<file path="config.mk">
export PLATFORM = sky130hd
export DESIGN_NAME = irq_controller
export DESIGN_NICKNAME = d
export VERILOG_FILES = /design/src/rtl/irq_controller_pkg.sv /design/src/rtl/irq_sync_edge.sv /design/src/rtl/irq_controller.sv
export SDC_FILE = /design/constraint.sdc
export NUM_CORES = 1
export LEC_CHECK = 0
export CORE_MARGIN = 5
export CORE_UTILIZATION = 30
export DETAILED_ROUTE_END_ITERATION = 7
export HOLD_SLACK_MARGIN = 0.15
export PLACE_DENSITY_LB_ADDON = 0.2
export SYNTH_ARGS = -nofsm -noshare
export SYNTH_HDL_FRONTEND = slang
export SYNTH_SLANG_ARGS = --single-unit
</file>
<file path="constraint.sdc">
create_clock -name clk_i -period 1.53 [get_ports clk_i]
set_input_delay 0.153 -clock clk_i [delete_from_list [all_inputs] [get_ports clk_i]]
set_output_delay 0.153 -clock clk_i [all_outputs]
set_load 0.02 [all_outputs]
</file>
<file path="src/rtl/irq_controller_pkg.sv">
// Shared constants for the interrupt controller: state encodings, register offsets, id width.
package irq_controller_pkg;

   // Width of the in-service interrupt index
   localparam int unsigned IrqIdSize = 5;

   // Controller FSM state encoding
   typedef logic [1:0] irq_state_t;
   localparam irq_state_t IRQ_IDLE    = 2'd0;
   localparam irq_state_t IRQ_REQ     = 2'd1;
   localparam irq_state_t IRQ_SERVICE = 2'd2;

   // Word offsets of the register window
   localparam logic [1:0] IRQ_PENDING = 2'd0;
   localparam logic [1:0] IRQ_ENABLE  = 2'd1;
   localparam logic [1:0] IRQ_CLAIM   = 2'd2;
   localparam logic [1:0] IRQ_TRIG    = 2'd3;

endpackage

</file>
<file path="src/rtl/irq_sync_edge.sv">
// Per-source two-flop synchroniser followed by rising-edge or level detection.
module irq_sync_edge #(
   parameter bit IsEdge = 1'b1
) (
   input  logic clk_i,
   input  logic reset_i,
   input  logic src_i,
   output logic rise_o
);

   logic sync1_q;
   logic sync2_q;
   logic prev_q;

   // Synchroniser chain plus the previous-sample register for edge detection
   always_ff @(posedge clk_i or posedge reset_i) begin
      if (reset_i) begin
         sync1_q <= 1'b0;
         sync2_q <= 1'b0;
         prev_q  <= 1'b0;
      end else begin
         sync1_q <= src_i;
         sync2_q <= sync1_q;
         prev_q  <= sync2_q;
      end
   end

   // Edge sources fire once per rising edge; level sources follow the synchronised line
   always_comb begin
      if (IsEdge) begin
         rise_o = sync2_q & ~prev_q;
      end else begin
         rise_o = sync2_q;
      end
   end

endmodule

</file>
<file path="src/rtl/irq_controller.sv">
// Interrupt aggregator: synchronises sources, latches pending bits, arbitrates by fixed
// priority (lowest index wins) and runs a request/ack/complete handshake with the core.
module irq_controller
   import irq_controller_pkg::*;
#(
   parameter int unsigned        DATA_WIDTH = 32,
   parameter int unsigned        NUM_SRC    = 8,
   parameter logic [NUM_SRC-1:0] EDGE_MASK  = 8'hFF
) (
   input  logic                  clk_i,
   input  logic                  reset_i,
   input  logic [NUM_SRC-1:0]    src_i,
   output logic                  irq_o,
   input  logic                  ack_i,
   input  logic                  complete_i,
   output logic [IrqIdSize-1:0]  id_o,
   input  logic [1:0]            addr_i,
   input  logic                  wr_i,
   input  logic                  rd_i,
   input  logic [DATA_WIDTH-1:0] data_i,
   output logic [DATA_WIDTH-1:0] data_o
);

   logic [NUM_SRC-1:0]    rise;
   logic [NUM_SRC-1:0]    pending_q, pending_d;
   logic [NUM_SRC-1:0]    enable_q, enable_d;
   logic [NUM_SRC-1:0]    active;
   logic [NUM_SRC-1:0]    w1c;
   logic [NUM_SRC-1:0]    ack_clr;
   logic [IrqIdSize-1:0]  sel_id;
   logic [IrqIdSize-1:0]  id_q, id_d;
   irq_state_t            state_q, state_d;
   logic                  ack_take;
   logic [DATA_WIDTH-1:0] rd_data;
   logic [DATA_WIDTH-1:0] data_q;

   for (genvar g = 0; g < NUM_SRC; g++) begin : gen_src
      irq_sync_edge #(
         .IsEdge (EDGE_MASK[g])
      ) u_sync (
         .clk_i   (clk_i),
         .reset_i (reset_i),
         .src_i   (src_i[g]),
         .rise_o  (rise[g])
      );
   end

   assign active   = pending_q & enable_q;
   assign ack_take = (state_q == IRQ_REQ) && ack_i;

   // Priority encoder: scan downwards so the lowest set index is the last one written
   always_comb begin
      sel_id = '0;
      for (int i = NUM_SRC - 1; i >= 0; i--) begin
         if (active[i]) begin
            sel_id = IrqIdSize'(i);
         end
      end
   end

   // Pending update: edge bits are sticky with clear, level bits track the line; set wins
   always_comb begin
      w1c = '0;
      if (wr_i && (addr_i == IRQ_PENDING)) begin
         w1c = data_i[NUM_SRC-1:0];
      end
      ack_clr = '0;
      for (int i = 0; i < NUM_SRC; i++) begin
         ack_clr[i] = ack_take && active[i] && (sel_id == IrqIdSize'(i));
      end
      pending_d = (EDGE_MASK & ((pending_q & ~(w1c | ack_clr)) | rise)) | (~EDGE_MASK & rise);
   end

   // Enable register write
   always_comb begin
      enable_d = enable_q;
      if (wr_i && (addr_i == IRQ_ENABLE)) begin
         enable_d = data_i[NUM_SRC-1:0];
      end
   end

   // Handshake FSM; an ack in REQ always wins over a simultaneous loss of requests
   always_comb begin
      state_d = state_q;
      id_d    = id_q;
      unique case (state_q)
         IRQ_IDLE: begin
            if (active != '0) begin
               state_d = IRQ_REQ;
            end
         end
         IRQ_REQ: begin
            if (ack_i) begin
               state_d = IRQ_SERVICE;
               id_d    = sel_id;
            end else if (active == '0) begin
               state_d = IRQ_IDLE;
            end
         end
         IRQ_SERVICE: begin
            if (complete_i) begin
               state_d = IRQ_IDLE;
            end
         end
         default: state_d = IRQ_IDLE;
      endcase
   end

   // Register window read mux
   always_comb begin
      rd_data = '0;
      unique case (addr_i)
         IRQ_PENDING: rd_data[NUM_SRC-1:0] = pending_q;
         IRQ_ENABLE:  rd_data[NUM_SRC-1:0] = enable_q;
         IRQ_CLAIM: begin
            rd_data[31]            = (state_q == IRQ_SERVICE);
            rd_data[IrqIdSize-1:0] = id_q;
         end
         IRQ_TRIG:    rd_data[NUM_SRC-1:0] = EDGE_MASK;
      endcase
   end

   // State registers
   always_ff @(posedge clk_i or posedge reset_i) begin
      if (reset_i) begin
         pending_q <= '0;
         enable_q  <= '0;
         id_q      <= '0;
         state_q   <= IRQ_IDLE;
         data_q    <= '0;
      end else begin
         pending_q <= pending_d;
         enable_q  <= enable_d;
         id_q      <= id_d;
         state_q   <= state_d;
         if (rd_i) begin
            data_q <= rd_data;
         end
      end
   end

   assign irq_o  = (state_q == IRQ_REQ);
   assign id_o   = id_q;
   assign data_o = data_q;

endmodule

</file>
==> results.yml <==
yosys:
  syn-cell-area_um2: 2320
  synth_area_leader_cell: "dfrtp_1"
  synth.distinct_cells: 42
  yosysWarnings: 0
  synth_most_common_cell: "dfrtp_1"
  synth_common_cells: "dfrtp_1 (54), nand2_1 (26), buf_4 (25)"
  ys_async_sr_fraction: 1.00
  synth-seq-cells: 54
  netlist_instances: 197
  synth_edf_count: 0
  synth_area_leaders: "dfrtp_1 (58%), buf_4 (8.1%), mux2_2 (6.8%), nand2_1 (4.2%), a32o_1 (2.2%)"
  ys_seq_area_frac: 0.583
  yosysTopAreaCellShare: 0.583
  syn_avg_cell_area_um2: 11.8
  synth-main-ff-cell: "dfrtp_1"
clock_network:
  cts_made_buffers: 5
  htreeDepth: 2
  worst_skew_pair.late_latency_ps: 310
  root_buffer: "clkbuf_8"
  cts_tree: "built"
  cts_num_sinks: 54
  clk_pin_slew_ps: 100
  post_cts_buffers: 0
  clk_path_buf_depth: 2
power_and_ir_drop:
  ir_worst_vdd_mv: 0.389
  leakagePower_nw: 1.36
  power.density_nw_per_um2: 1280
layout:
  final_nets: 309
  drive_above_1_share: 0.233
  fin_area_um2: 3010
  syn2layout_area_growth_pct: 29.9
  n_antenna_cell: 0
  utilization: 0.394
floorplan:
  initial_core_util: 0.303
  num_io_pins: 86
  rows: 32
  coreArea_um2: 7650
  die_w_um: 97.9
  die_area_um2: 9590
  fp.dieH_um: 97.9
critical_path:
  cp_cell_sequence: "a22o_1 -> buf_4 -> o21bai_4 -> and4_4 -> o221ai_1"
  cp_num_buf_inv: 1
  required_ps: 1760
  crit_slowest_cell: "dfrtp_2"
  path_class: "reg2reg"
  worstSetupEndpointType: "flop"
  crit_family: "compound AO/OA/AOI/OAI gates"
  start_kind: "flop"
  arrival_ps: 1700
  regToRegSetupSlack_ps: 50
  cp_slowest_stage_delay_ps: 450
  crit_path_max_fanout: 5
sta:
  finalCritPeriodShare: 0.966
  fin_tns_setup_ps: 0
  skew_ps: 12.6
  whs_ps: 203
  hold_viol: 0
  rsz0062_at_grt: "true"
  drv_slew: 0
  setup_viol_count_final: 0
  period_minus_slack_ps: 1480
  worst_slack_ps: 52.3
  clock.fmax_mhz: 677
route:
  drtAntennaViolNets: 0
  drc: 0
  route.vias.total: 1563
  via_per_inst: 4.29
  drt_pass1_iterations: 4
  wl_per_cell_um: 13.0
  drtIter0Drc: 80
  wirelength_mm: 4.75
global_route:
  grt_max_degree: 55
  grt_antenna_before_repair: 0
  grt_pass1_wl_mm: 7.83
  grt_overflow: 0
  first_global_vias: 1552
  grt_usage: 0.102
min_path:
  hold_path_class: "in2async"
place:
  dpl_cell_area_um2: 2900
  place.gp.congestion: 0.767
  hpwl_mm: 3.56
  place_ws_ps: -48.0
  portBuffers: 36
run:
  maxCapViolations: 0
status:
  status: "finished clean"
[worst paths after layout]
| path | startpoint | depth (start not counted) | to |
|---|---|---|---|
| worst max register to register | pending_q[3]$_DFF_PP0_ | 5 | pending_q[3]$_DFF_PP0_ |
| worst max-delay path | pending_q[3]$_DFF_PP0_ | 5 | pending_q[3]$_DFF_PP0_ |
| worst min register to register | gen_src[4].u_sync.sync1_q$_DFF_PP0_ | 0 | gen_src[4].u_sync.sync2_q$_DFF_PP0_ |
| worst min-delay path | reset_i | 3 | gen_src[7].u_sync.sync2_q$_DFF_PP0_ |
| min in group clk_i | src_i[5] | 1 | gen_src[5].u_sync.sync1_q$_DFF_PP0_ |
| max in group asynchronous | reset_i | 3 | pending_q[3]$_DFF_PP0_ |
[final cells by class]
type | count | area [µm²]
fill | 762 | 4630
tap | 102 | 128
multi-input combinational | 126 | 832
sequential | 54 | 1350
clock inverter | 3 | 22.5
clock buffer | 5 | 68.8
timing repair buffer | 62 | 566
inverter | 12 | 45.0
[per-stage QoR]
step | total power [W] | instances
after floorplan | 0.00249 | 221
after global placement | 0.00303 | 356
after detailed placement | 0.00304 | 356
after CTS | 0.00387 | 364
after global routing | 0.00410 | 364
final | 0.00385 | 364
[placed cells by master, fill, tap and decap left out, drive strengths merged, types with 2 or more instances in the layout]
cell / instances
a21oi: 4
a22o: 5
a22oi: 3
a32o: 5
and3: 2
buf: 26
clkbuf: 6
clkdlybuf4s50: 34
conb: 25
dfrtp: 54
inv: 14
mux2: 14
nand2: 26
nand2b: 2
nor2: 4
nor2b: 2
nor3b: 2
o21ai: 9
o221ai: 4
o31ai: 2
[worst register-to-register path: stages (launching register included)]
cell      delay (ps)
dfrtp_2          450
a22o_1           280
buf_4            160
o21bai_4         170
and4_4           200
o221ai_1         130
[registers in the layout (all words and copies together), names as in the netlist]
name and count:
gen_src.u_sync.sync2_q 8, gen_src.u_sync.prev_q 8, data_o 9, enable_q 8
id_o 3, state_q 2, gen_src.u_sync.sync1_q 8, pending_q 8
[metal layers]
layer | wire length (µm) | track usage | vias to the layer above
li1 | - | - | 764
met2 | 2180 | 0.163 | 47
met3 | 310 | 0.0279 | 5
met5 | 0 | 0 | -
met1 | 2210 | 0.135 | 747
met4 | 46 | 0.0319 | 0
[kinds of logic (layout without fill, tap and decap cells)]
kind of cell,count (synthesis),after routing,synth area share
simple gates,46,46,0.104
mux,14,14,0.0680
flops,54,54,0.583
compound gates,41,41,0.136
buf+inv,41,82,0.108
other cells,1,25,0.00162
[power by group]
part           switching (W)  leakage (nW)  internal (W)
Sequential          0.000169         0.625       0.00164
Combinational       0.000602         0.687      0.000622
Clock               0.000490        0.0489      0.000332
[what timing repair did]
action	4_1_cts	5_1_grt
pin swaps	0	1
cloned	0	0
endpoints found under the setup margin	2	9
hold buffers	0	0
resized for setup	1	10
Power figures use the tool's default switching activity.
